==> src/rtl/yutorina_dmac.sv <==
// Single-channel word-copy DMA controller acting as bus master 1.
// The CPU programs SRC/DST/CNT over the register port; the engine copies words with read-then-write cycles.
module yutorina_dmac #(
  parameter int ADDR_W = 30,
  parameter int DATA_W = 32,
  parameter int CNT_W  = 16
) (
  input  logic              clk,
  input  logic              rst,
  input  logic              s_cs_,
  input  logic              s_as_,
  input  logic              s_rw,
  input  logic [1:0]        s_addr,
  input  logic [DATA_W-1:0] s_wr_data,
  output logic [DATA_W-1:0] s_rd_data,
  output logic              s_rdy_,
  output logic              m_req_,
  input  logic              m_grnt_,
  output logic [ADDR_W-1:0] m_addr,
  output logic              m_as_,
  output logic              m_rw,
  output logic [DATA_W-1:0] m_wr_data,
  input  logic [DATA_W-1:0] m_rd_data,
  input  logic              m_rdy_,
  output logic              irq
);

  typedef enum logic [2:0] {
    IDLE,
    REQ,
    READ,
    WRITE,
    GAP
  } state_t;

  localparam logic [1:0] REG_SRC  = 2'd0;
  localparam logic [1:0] REG_DST  = 2'd1;
  localparam logic [1:0] REG_CNT  = 2'd2;
  localparam logic [1:0] REG_CTRL = 2'd3;

  state_t state;
  state_t state_next;

  logic [ADDR_W-1:0] src;
  logic [ADDR_W-1:0] dst;
  logic [CNT_W-1:0]  cnt;
  logic              done;
  logic              ie;
  logic [DATA_W-1:0] data_buf;
  logic [DATA_W-1:0] rd_mux;

  logic access;
  logic reg_wr;
  logic reg_rd;
  logic busy;
  logic ctrl_wr;
  logic start_req;
  logic start_empty;
  logic word_done;
  logic last_word;

  // Upper write-data bits have no register behind them.
  logic unused_wr_hi;
  assign unused_wr_hi = ^s_wr_data[DATA_W-1:ADDR_W];

  assign access      = !s_cs_ && !s_as_;
  assign reg_wr      = access && !s_rw;
  assign reg_rd      = access && s_rw;
  assign busy        = (state != IDLE);
  assign ctrl_wr     = reg_wr && (s_addr == REG_CTRL);
  assign start_req   = ctrl_wr && s_wr_data[0] && !busy;
  assign start_empty = start_req && (cnt == '0);
  assign word_done   = (state == WRITE) && !m_rdy_;
  assign last_word   = word_done && (cnt == CNT_W'(1));

  assign irq       = done && ie;
  assign m_wr_data = data_buf;

  always_ff @(posedge clk or posedge rst) begin
    if (rst) begin
      state <= IDLE;
    end else begin
      state <= state_next;
    end
  end

  always_comb begin
    state_next = state;
    case (state)
      IDLE: begin
        if (start_req && (cnt != '0)) begin
          state_next = REQ;
        end
      end
      REQ: begin
        if (!m_grnt_) begin
          state_next = READ;
        end
      end
      READ: begin
        if (!m_rdy_) begin
          state_next = WRITE;
        end
      end
      WRITE: begin
        if (!m_rdy_) begin
          state_next = last_word ? IDLE : GAP;
        end
      end
      GAP: begin
        state_next = REQ;
      end
      default: begin
        state_next = IDLE;
      end
    endcase
  end

  // Bus outputs are registered from the next state so they line up with the state they belong to.
  always_ff @(posedge clk or posedge rst) begin
    if (rst) begin
      m_req_ <= 1'b1;
      m_as_  <= 1'b1;
      m_rw   <= 1'b1;
      m_addr <= '0;
    end else begin
      m_req_ <= !((state_next == REQ) || (state_next == READ) || (state_next == WRITE));
      m_as_  <= !((state_next == READ) || (state_next == WRITE));
      m_rw   <= (state_next != WRITE);
      if (state_next == READ) begin
        m_addr <= src;
      end else if (state_next == WRITE) begin
        m_addr <= dst;
      end
    end
  end

  always_ff @(posedge clk or posedge rst) begin
    if (rst) begin
      data_buf <= '0;
    end else if ((state == READ) && !m_rdy_) begin
      data_buf <= m_rd_data;
    end
  end

  always_ff @(posedge clk or posedge rst) begin
    if (rst) begin
      src  <= '0;
      dst  <= '0;
      cnt  <= '0;
      done <= 1'b0;
      ie   <= 1'b0;
    end else begin
      if (reg_wr && !busy) begin
        case (s_addr)
          REG_SRC: src <= s_wr_data[ADDR_W-1:0];
          REG_DST: dst <= s_wr_data[ADDR_W-1:0];
          REG_CNT: cnt <= s_wr_data[CNT_W-1:0];
          default: ;
        endcase
      end
      if (ctrl_wr) begin
        ie <= s_wr_data[2];
        if (s_wr_data[1]) begin
          done <= 1'b0;
        end
      end
      if (word_done) begin
        src <= src + ADDR_W'(1);
        dst <= dst + ADDR_W'(1);
        cnt <= cnt - CNT_W'(1);
      end
      // Placed after the clear so a completion in the same cycle wins.
      if (start_empty || last_word) begin
        done <= 1'b1;
      end
    end
  end

  always_comb begin
    rd_mux = '0;
    case (s_addr)
      REG_SRC: rd_mux[ADDR_W-1:0] = src;
      REG_DST: rd_mux[ADDR_W-1:0] = dst;
      REG_CNT: rd_mux[CNT_W-1:0]  = cnt;
      default: rd_mux[2:0]        = {ie, done, busy};
    endcase
  end

  always_ff @(posedge clk or posedge rst) begin
    if (rst) begin
      s_rdy_    <= 1'b1;
      s_rd_data <= '0;
    end else begin
      s_rdy_    <= !access;
      s_rd_data <= reg_rd ? rd_mux : '0;
    end
  end

endmodule

==> config.mk <==
export PLATFORM = sky130hd
export DESIGN_NAME = yutorina_dmac
export DESIGN_NICKNAME = d
export VERILOG_FILES = /design/src/rtl/yutorina_dmac.sv
export SDC_FILE = /design/constraint.sdc
export NUM_CORES = 1
export LEC_CHECK = 0
export ABC_AREA = 0
export CAP_MARGIN = 20
export CORE_ASPECT_RATIO = 0.6
export CORE_MARGIN = 10
export CORE_UTILIZATION = 55
export DETAILED_ROUTE_END_ITERATION = 12
export PLACE_DENSITY_LB_ADDON = 0.15
export SYNTH_ARGS = -nofsm -noshare
export SYNTH_HDL_FRONTEND = slang
export SYNTH_SLANG_ARGS = --single-unit
export TNS_END_PERCENT = 1
==> constraint.sdc <==
create_clock -name clk -period 10.5 [get_ports clk]
set_input_delay 2.1 -clock clk [delete_from_list [all_inputs] [get_ports clk]]
set_output_delay 2.1 -clock clk [all_outputs]
set_load 0.02 [all_outputs]
Yosys cells after proc, flatten, opt, wreduce, memory -nomap -nowiden. Cells that the tools add are included.

Flip-flop bits (word level): 177. Bits of input ports: 73. Bits in read-only memories: 0. Bits in latches: 0. Memories: 0. RAM bits: 0. Output and inout bits: 99. Word-level logic and storage cells: 93.

Shifts and indexed selects: 0. Multiply operators: 0. Reduce and logical (&&, ||, !) cells: 41. Divide/modulo/power cells: 0. Eq/ne operators: 12. Multiplexer cells: 24. $add $sub $neg: 3. Bitwise logic cells: 0. Order comparisons: 0.

Operators by type and width (count): $mux W30 (9); $add A30 B1 Y30 const B (2); $mux W16 (3); $pmux W13 S3 (1); $pmux W14 S2 (1); $eq A16 B1 Y1 const B (1); $logic_not A16 Y1 (1); $reduce_bool A16 Y1 (1); $sub A16 B1 Y16 const B (1); $mux W3 (5); $pmux W3 S5 (1); $reduce_bool A2 Y1 (7); $logic_and A1 B1 Y1 (13); $eq A3 B2 Y1 const B (4); $pmux W3 S3 (1); $logic_not A1 Y1 (8); $reduce_and A2 Y1 (4); $eq A3 B1 Y1 const B (2); $eq A2 B2 Y1 const B (2); $logic_or A1 B1 Y1 (4); $eq A3 B3 Y1 const B (1); $logic_not A3 Y1 (1); $mux W1 (3); $ne A3 B2 Y1 const B (1); other kinds (3) (3).

Depth between registers and ports, before layout.
Depth after elaboration: 13. Depth in mapped cells: 8. Mapped depth without buffers: 6.

Worst setup path before layout. OpenSTA, ideal clock, no wires.

Path kind: input-to-reg. Start: input port s_addr[0]. End: register dst[14]. Stages: 7. Setup time: 126 ps. Required time: 10374 ps. Slack: 6915 ps. Path buffers: 2. Arrival: 3459 ps. Cells stage by stage: buf_2 nor2b_1 clkbuf_1 nand3_1 nand2_1 o21ai_0 a221o_1.

Cells in the longest elaborated chain, start to end: 3.

RTL lines: start: declaration (RTL line 13) `input logic [1:0] s_addr,`; $eq A2 B1 Y1 (RTL line 155) `case (s_addr)`; $reduce_bool A2 Y1 (no source line); $reduce_and A2 Y1 (no source line); end signal: assignment (RTL line 157) `REG_DST: dst <= s_wr_data[ADDR_W-1:0];`; end signal: assignment (RTL line 170) `dst <= dst + ADDR_W'(1);`; end: declaration (RTL line 45) `logic [ADDR_W-1:0] dst;`.

No other way between the ends. A chain may end at the register's enable or synchronous reset.

Final worst setup path.
Start: input port s_addr[1]. End: register src[6].

Cells in the longest elaborated chain, start to end: 3.

RTL lines: $logic_not A2 Y1 (RTL line 155); $reduce_bool A2 Y1 (no source line); $reduce_and A2 Y1 (no source line); end signal: assignment (RTL line 156) `REG_SRC: src <= s_wr_data[ADDR_W-1:0];`; end signal: assignment (RTL line 169) `src <= src + ADDR_W'(1);`; end: declaration (RTL line 44) `logic [ADDR_W-1:0] src;`.

No other way between the ends.

==> metrics <==
ratio of cells with drive above 1 in the final layout 0.0993; Worst-Skew Late Latency 440 ps; PD cells 284 nW/um2; core footprint 15600 um2; Mapped Cells 910; gr usage total 0.259; register area share after synthesis 0.500; fin crit share 0.442; Avg WL per Cell 23.0 um; DRT Wirelength 29.0 mm; CTS root buffer clkbuf_16; max_cap viols 0; Critical Path RT 10830 ps; Crit. End Element flop; Finished Cell Area 11300 um2; vias 8326; grt total ovfl 0; first-pass GRT wire length 45.4 mm; Leak 4.74 nW; Max FO, Critical Path 25; Finished Core Util 0.724; Final Hold Viols 0; hold_buf cts 0; Reg clk slew, reported paths 70 ps; Layout Nets 1122; # Post-CTS Setup Buffers 0; Post-synth EDFFs 0; Residual DRC 0; input/output buffers 167; I/O pin cnt 172; Final min period 4640 ps; post-cts repair resize count 0; CTS tree yes; Syn Area/Cell 9.75 um2; Unique masters post-synth 63; final antenna diode count 0; worst-margin pin slew 1140 ps; final slew viol count 0; Area growth, synth to finish 27.2%; Pre-antenna DRT Iters 7; Setup CP Type input pin to flop; clk sink count 177; vias per std cell 6.61; largest net degree at the start of global routing 100; HPWL after DPL 19.6 mm; Setup TNS 0 ps; Final Setup Violations 0; die width 184 um; Max clock buf depth 2; Inst Count DP 1224; Routed Antenna Nets 0; # H-tree levels 4; FMAX 216 MHz; Core Rows 35; CTS Buf Count 17; Die Y 118 um; post-route clock skew 13.4 ps; number of global-route vias before repair 7958; Yosys warnings 0; commonest non-fill, non-tap cells in the layout 173 x dfrtp_1, 166 x clkdlybuf4s50_1, 99 x nor2_1; FF+latch count, synth 177; unrepaired setup endpoints after global routing false; final RePlAce weighted congestion 0.979; ys flop type dfrtp_1; initial core utilization 0.569; most common cell after layout, fill and taps aside dfrtp_1; Critical Path Start Type input pin; initial antenna violation count 0; data arrival time of the worst path 4970 ps; placed cell areas 10600 um2; status finished clean; Post-Layout Cell Count 1260; HP Class flop to flop; VDD IR-drop max 0.120 mV; Post-Synthesis Cell Area 8870 um2; Iteration-0 DRC Markers 1346; Slew HR 0.241; FFs w/ async S/R, synth 1.00; die area 21800 um2
[cell type report]
cell class              count  area (um2)
clock buffers              19         433
clock inverters            13         175
fillers                  1137        4310
inverters                  46         178
multi-input cells         622        4010
flip-flops and latches    177        4430
well taps                 203         254
repair buffers            180        1800
[worst paths after layout]
| path | startpoint | endpoint | slack, ps | cells after the start |
|---|---|---|---|---|
| setup / recovery | s_addr[1] | src[6] | 5860 | 7 |
| hold / removal | m_addr[16] | m_addr[16] | 490 | 2 |
| setup reg to reg | state[0] | src[6] | 7510 | 5 |
| hold reg to reg | m_addr[16] | m_addr[16] | 490 | 2 |
| max in group asynchronous | rst | dst[2] | 7190 | 4 |
| min in group asynchronous | rst | m_wr_data[29] | 2180 | 2 |
[critical path: stages]
cell	delay (ps)
clkdlybuf4s50_1	400
buf_4	240
nor4_1	250
nand2_1	700
nand2_1	830
a21oi_1	140
a311oi_1	300
[report_power, final]
group          switching (mW)  total [mW]  internal, mW  leakage, nW
sequential              0.342        1.30         0.954         2.16
combinational           0.657        1.23         0.573         2.30
clock                   0.298       0.677         0.379        0.283
total                    1.30        3.20          1.91         4.74
[registers in the layout, indices dropped and copies added (netlist names), 3 cells and up]
name,cells
dst,30
m_wr_data,32
cnt,16
m_addr,30
state,3
src,30
s_rd_data,30
[metrics by stage]
stage                     power [mW]  hold WS, ps  setup WS [ps]
after floorplan                 1.95          475           3600
after global placement          2.43          474           5240
after detailed placement        2.48          476           5210
after CTS                       3.16          496           5650
after global routing            3.36          519           5750
final                           3.20          490           5860
[cell usage after synthesis (all sizes together) (11+ instances only)]
master    n  area share
nand3    41       0.023
a21oi    57       0.032
dfrtp   173        0.49
nand4    25       0.019
mux2i    30       0.034
nor3     24       0.014
nor2     99       0.042
clkbuf   47       0.020
a211oi   12       0.010
o21ai    40       0.023
o22ai    12      0.0085
buf      19       0.010
xor2     13       0.013
a222oi   30       0.034
mux2     35       0.044
and3     17       0.012
inv      46       0.019
nand2    69       0.029
o211ai   11      0.0093
[routing by layer]
layer | track usage | up-vias | share of wire
li1 | - | 3598 | -
met1 | 0.374 | 4034 | 0.41
met2 | 0.361 | 630 | 0.43
met3 | 0.0921 | 64 | 0.14
met4 | 0.0617 | 0 | 0.019
met5 | 0 | - | 0
[cell families (layout without fill, tap and decap cells)]
family,Yosys count,in the layout,synth area share
simple gates,329,329,0.186
compound gates,205,205,0.159
flops,177,177,0.500
buf+inv,112,258,0.0497
mux,67,67,0.0834
xor+xnor,14,14,0.0138
fa+ha+maj,5,5,0.00705
other cells,1,2,0.000423
(Power assumes the default switching activity.)
